===== src/rtl/nn_mlp_pipe.sv =====
// nn_mlp_pipe: pipelined two-layer perceptron node (N_IN -> N_HID ReLU -> N_OUT).
//
// Three register stages, all advanced by one global enable:
//   S1  r_y : hidden pre-activations y[h] = sum_i x[i]*w1[i][h]   (valid r_v1)
//   S2  r_z : saturating ReLU of y, unsigned HW bits              (valid r_v2)
//   S3  r_out: out[o] = sum_h z[h]*w2[h][o], signed OW bits       (valid r_v3)
// A vector whose handshake completes on edge k is in S1 after k, S2 after k+1
// and S3 (out_valid) after k+2, i.e. it is visible on the third edge counted
// from and including its acceptance edge.
//
// Ports:
//   clk, rst                  clock, synchronous active-high reset
//   in_valid/in_ready/x_flat  input vector stream, x[i] = x_flat[i*DW +: DW]
//   wgt_valid/wgt_ready       weight bank load handshake
//   w1_flat                   w1[i][h] at ((i*N_HID)+h)*DW
//   w2_flat                   w2[h][o] at ((h*N_OUT)+o)*DW
//   out_valid/out_ready       output stream handshake
//   out_flat                  out[o] = out_flat[o*OW +: OW], signed
module nn_mlp_pipe #(
  parameter int N_IN  = 4,
  parameter int N_HID = 4,
  parameter int N_OUT = 2,
  parameter int DW    = 5,
  parameter int HW    = 8
) (
  input  logic                                         clk,
  input  logic                                         rst,
  input  logic                                         in_valid,
  output logic                                         in_ready,
  input  logic [N_IN*DW-1:0]                           x_flat,
  input  logic                                         wgt_valid,
  output logic                                         wgt_ready,
  input  logic [N_IN*N_HID*DW-1:0]                     w1_flat,
  input  logic [N_HID*N_OUT*DW-1:0]                    w2_flat,
  output logic                                         out_valid,
  input  logic                                         out_ready,
  output logic [N_OUT*(HW+DW+1+$clog2(N_HID))-1:0]     out_flat
);

  localparam int OW = HW + DW + 1 + $clog2(N_HID);
  localparam int YW = 2*DW + $clog2(N_IN);
  localparam logic signed [YW-1:0] Z_MAX = YW'((2**HW) - 1);

  // Weight bank
  logic [N_IN*N_HID*DW-1:0]  r_w1;
  logic [N_HID*N_OUT*DW-1:0] r_w2;

  // Pipeline state
  logic                    r_v1, r_v2, r_v3;
  logic signed [YW-1:0]    r_y [N_HID];
  logic [HW-1:0]           r_z [N_HID];
  logic [N_OUT*OW-1:0]     r_out;

  // Combinational views
  logic                    w_en;
  logic                    w_in_fire;
  logic                    w_wgt_fire;
  logic signed [DW-1:0]    w_x  [N_IN];
  logic signed [DW-1:0]    w_w1 [N_IN*N_HID];
  logic signed [DW-1:0]    w_w2 [N_HID*N_OUT];
  logic signed [YW-1:0]    w_y  [N_HID];
  logic [HW-1:0]           w_z  [N_HID];
  logic signed [OW-1:0]    w_o  [N_OUT];
  logic [N_OUT*OW-1:0]     w_out_flat;

  // The whole pipe moves together; it only stops when a result is parked
  // at the output and the consumer is not taking it.
  assign w_en       = !r_v3 || out_ready;
  // A pending weight load blocks new inputs so the pipe can drain.
  assign in_ready   = w_en && !wgt_valid && !rst;
  // The bank may only change once no vector still depends on it.
  assign wgt_ready  = wgt_valid && !r_v1 && !r_v2 && !r_v3 && !rst;
  assign w_in_fire  = in_valid && in_ready;
  assign w_wgt_fire = wgt_valid && wgt_ready;

  assign out_valid  = r_v3;
  assign out_flat   = r_out;

  // Unpack flat buses into signed element arrays
  genvar gi;
  generate
    for (gi = 0; gi < N_IN; gi++) begin : g_x
      assign w_x[gi] = x_flat[gi*DW +: DW];
    end
    for (gi = 0; gi < N_IN*N_HID; gi++) begin : g_w1
      assign w_w1[gi] = r_w1[gi*DW +: DW];
    end
    for (gi = 0; gi < N_HID*N_OUT; gi++) begin : g_w2
      assign w_w2[gi] = r_w2[gi*DW +: DW];
    end
  endgenerate

  // S1 hidden MAC: operands are sign-extended to YW before multiplying, so
  // every product and the running sum are exact.
  always_comb begin
    for (int h = 0; h < N_HID; h++) begin
      w_y[h] = '0;
      for (int i = 0; i < N_IN; i++) begin
        w_y[h] = w_y[h] + YW'(w_x[i]) * YW'(w_w1[i*N_HID + h]);
      end
    end
  end

  // S2 saturating ReLU: clamp to [0, 2^HW-1]
  generate
    for (gi = 0; gi < N_HID; gi++) begin : g_relu
      assign w_z[gi] = (r_y[gi] < 0)     ? '0 :
                       (r_y[gi] > Z_MAX) ? '1 :
                       r_y[gi][HW-1:0];
    end
  endgenerate

  // S3 output MAC: z is non-negative, so a zero MSB makes it a valid signed
  // operand; OW is sized so the sum of N_HID products cannot overflow.
  always_comb begin
    for (int o = 0; o < N_OUT; o++) begin
      w_o[o] = '0;
      for (int h = 0; h < N_HID; h++) begin
        w_o[o] = w_o[o] + OW'($signed({1'b0, r_z[h]})) * OW'(w_w2[h*N_OUT + o]);
      end
    end
  end

  generate
    for (gi = 0; gi < N_OUT; gi++) begin : g_opack
      assign w_out_flat[gi*OW +: OW] = w_o[gi];
    end
  endgenerate

  always_ff @(posedge clk) begin
    if (rst) begin
      r_w1  <= '0;
      r_w2  <= '0;
      r_v1  <= 1'b0;
      r_v2  <= 1'b0;
      r_v3  <= 1'b0;
      r_out <= '0;
      for (int h = 0; h < N_HID; h++) begin
        r_y[h] <= '0;
        r_z[h] <= '0;
      end
    end else begin
      if (w_wgt_fire) begin
        r_w1 <= w1_flat;
        r_w2 <= w2_flat;
      end
      if (w_en) begin
        r_v1 <= w_in_fire;
        r_v2 <= r_v1;
        r_v3 <= r_v2;
        // Data registers only load real vectors; bubbles leave them as is.
        if (w_in_fire) begin
          for (int h = 0; h < N_HID; h++) r_y[h] <= w_y[h];
        end
        if (r_v1) begin
          for (int h = 0; h < N_HID; h++) r_z[h] <= w_z[h];
        end
        if (r_v2) begin
          r_out <= w_out_flat;
        end
      end
    end
  end

endmodule

===== config.mk =====
export PLATFORM = sky130hd
export DESIGN_NAME = nn_mlp_pipe
export DESIGN_NICKNAME = d
export VERILOG_FILES = /design/src/rtl/nn_mlp_pipe.sv
export SDC_FILE = /design/constraint.sdc
export NUM_CORES = 2
export LEC_CHECK = 0
export BUFFER_PORTS_ARGS = -buffer_cell sky130_fd_sc_hd__buf_2
export CORE_MARGIN = 2
export CORE_UTILIZATION = 50
export CTS_CLUSTER_SIZE = 24
export DETAILED_ROUTE_END_ITERATION = 10
export PLACE_DENSITY = 0.77
export SKIP_CTS_REPAIR_TIMING = 1
export SLEW_MARGIN = 20
export SYNTH_ARGS = -nofsm -noshare
export SYNTH_HDL_FRONTEND = slang
export SYNTH_SLANG_ARGS = --single-unit

===== constraint.sdc =====
create_clock -name clk -period 14.2 [get_ports clk]
set_input_delay 0.71 -clock clk [delete_from_list [all_inputs] [get_ports clk]]
set_output_delay 0.71 -clock clk [all_outputs]
set_load 0.05 [all_outputs]

==> flow_metrics.env <==
export IMPL_status="finished clean"
export IMPL_hold_viol=0
export IMPL_dr_wl_met2_microns=44500
export IMPL_setup_viol=0
export IMPL_stdcell_count=5465
export IMPL_ys_seq_area_share_pct=13.7
export IMPL_drcViolationCount=0
export IMPL_yosysWarnings=0
export IMPL_vias_per_cell=5.15
export IMPL_dpl_hpwl_microns=77800
export IMPL_synth_edf_count=80
export IMPL_slew_violations=0
export IMPL_p_leak_nw=21.5
export IMPL_cp_end_kind="register"
export IMPL_fmax_mhz=149
export IMPL_irDropWorstVdd_mv=0.146
export IMPL_synth_area_sq_mm=0.0402
export IMPL_core_area_sq_mm=0.0802
export IMPL_insertion_delay_ps=610
export IMPL_path_clk_slew_ps=60
export IMPL_cts_sinks=235
export IMPL_nFillCells=7112
export IMPL_io_buffers=179
export IMPL_slew_headroom_pct=32.1
export IMPL_path_max_fanout=9
export IMPL_cts_root_buf="clkbuf_16"
export IMPL_cts_tree="yes"
export IMPL_worstPathArrival_ps=7190
export IMPL_dp_cells=5409
export IMPL_syn_to_final_growth_pct=6.90
export IMPL_syn_area_per_cell_sq_um=9.35
export IMPL_holdCritPathClass="input pin to register"
export IMPL_grt_max_degree=109
export IMPL_synth_top_flop_cell="dfxtp_1"
export IMPL_p_per_area_mw_per_mm2=143
export IMPL_grt_pass1_vias=30400
export IMPL_cts_max_path_buffers=3
export IMPL_tightestPinTransition_ps=1020
export IMPL_path_class="register to register"
export IMPL_die_y_microns=288
export IMPL_drt_iter0_drc=1824
export IMPL_initial_core_util_pct=50.2
export IMPL_drt_total_wl_microns=94500
export IMPL_top_layer="met5"
export IMPL_place_ws_ps=7270
export IMPL_drive_gt1_share_pct=5.64
export IMPL_dieWidth_microns=288
export IMPL_cp_required_ps=14680
export IMPL_grt_overflow=0
export IMPL_layout_area_seq_sq_mm=0.00551
export IMPL_wl_per_cell_microns=17.3
export IMPL_synthCells=4304
export IMPL_ys_async_sr_fraction_pct=0
export IMPL_grt_first_pass_wirelength_microns=156000
export IMPL_layout_nets=5738
export IMPL_wl_met1_microns=37800
export IMPL_cts_inserted_buffers=28
export IMPL_synth_ff_latch_count=235
export IMPL_globalplace_congestion=0.916
export IMPL_tns_ps=0
export IMPL_finalCritPeriodShare_pct=47.3
export IMPL_wl_met3_microns=8580
export IMPL_power_total_mw=6.14
export IMPL_finClkSkew_ps=23.3
export IMPL_syn_nets=5663
export IMPL_mostFrequentLayoutCells="inv_1 (1085), fa_1 (826), nand2_1 (543), ha_1 (388), and2_1 (320)"
export IMPL_io_pins=180
export IMPL_rsz0062_at_grt="no"
export IMPL_vias=28200
export IMPL_dieArea_sq_mm=0.0828
export IMPL_startpoint_type="register"
export IMPL_post_route_min_period_ps=6710
export IMPL_fin_ws_ps=7490
export IMPL_final_common_cell="inv_1"
export IMPL_cap_violations=0
export IMPL_drtPass1Iterations=5
export IMPL_ant_nets=0
export IMPL_grt_antenna_before_repair=7
export IMPL_rows=104
export IMPL_multiInputGateArea_sq_mm=0.0301
export IMPL_yosysUniqueCellTypes=58
export IMPL_htreeDepth=1
export IMPL_grtUsageTotal_pct=24.0
cell type report:
class	instances	area share (%)
antenna	4	0.0233
clock buffer	38	1.89
clock inverter	14	0.523
inverter	1092	9.53
multi-input combinational	2832	69.9
sequential	235	12.8
tap	1060	3.08
timing repair buffer	190	2.27
power by group:
part | switching, mW | internal [mW]
Sequential | 0.119 | 0.800
Combinational | 2.50 | 1.92
Clock | 0.324 | 0.480
Total | 2.94 | 3.20
critical path, stage by stage (launching register included):
cell	delay, ps
dfxtp_1	600
clkinv_1	530
nor2_1	280
fa_1	440
inv_1	90
fa_1	410
inv_1	80
fa_1	460
fa_1	600
fa_1	440
fa_1	490
inv_1	50
fa_1	470
inv_1	40
ha_1	320
o21ai_1	120
a21oi_1	160
a2bb2oi_1	470
a31o_2	250
nor2_1	50
a221o_1	240
through the flow:
stage	hold WS, ps	area [sq um]	util (%)
2_1_floorplan	466	40200	-
3_3_place_gp	433	42000	52.4
3_5_place_dp	437	42000	52.4
4_1_cts	264	43000	53.7
5_1_grt	292	43000	53.7
6_report	292	43000	53.7
final timing paths:
check | start | to | slack (ps) | cells after the start
max | r_w2[39] | out_flat[29] | 7490 | 20
max reg2reg | r_w2[39] | out_flat[29] | 7490 | 20
min | w1_flat[10] | r_w1[10] | 290 | 3
min reg2reg | out_flat[27] | out_flat[27] | 450 | 2
Yosys cell counts (all sizes together) (3+ instances only):
master | instances | share of area [%]
xor2 | 20 | 0.44
xnor2 | 75 | 1.6
nand2b | 75 | 1.2
a21o | 17 | 0.32
a2111o | 3 | 0.084
o21bai | 8 | 0.15
a211oi | 16 | 0.33
ha | 388 | 12
clkinv | 6 | 0.056
a21oi | 48 | 0.60
fa | 826 | 41
mux2i | 6 | 0.15
nor2b | 17 | 0.26
nand2 | 544 | 5.1
a31oi | 5 | 0.078
nand4 | 4 | 0.062
o21a | 48 | 0.90
and3 | 21 | 0.33
nor2 | 126 | 1.2
dfxtp | 155 | 7.7
edfxtp | 80 | 6.0
a21boi | 6 | 0.11
and2 | 320 | 5.0
or3 | 12 | 0.19
nand3b | 3 | 0.056
inv | 1086 | 10
o21ai | 155 | 1.9
nor3 | 28 | 0.36
nor4b | 3 | 0.065
o31ai | 21 | 0.39
clkbuf | 126 | 1.2
buf | 19 | 0.29
nand3 | 7 | 0.087
metal layers:
layer / vias to the layer above / GRT usage [%]
met1: 14000 / 30.9
met5: - / 0
met3: 186 / 5.31
met4: 6 / 7.99
met2: 1042 / 40.2
li1: 12900 / -
logic make-up (layout without fill, tap and decap cells):
group | after synthesis | count (layout) | share of synthesized area (%)
simple gates | 1167 | 1167 | 13.9
compound gates | 350 | 350 | 5.37
other cells | 0 | 4 | 0
flops | 235 | 235 | 13.7
fa+ha+maj | 1214 | 1214 | 53.1
mux | 6 | 6 | 0.149
buf+inv | 1237 | 1334 | 11.7
xor+xnor | 95 | 95 | 2.07
registers in the layout, summed over array words and instances (netlist names):
name / count
r_w1: 80
r_y: 48
r_w2: 40
out_flat: 32
r_z: 32
out_valid: 1
r_v1: 1
r_v2: 1
No activity file was read; power rests on OpenSTA's default activity.
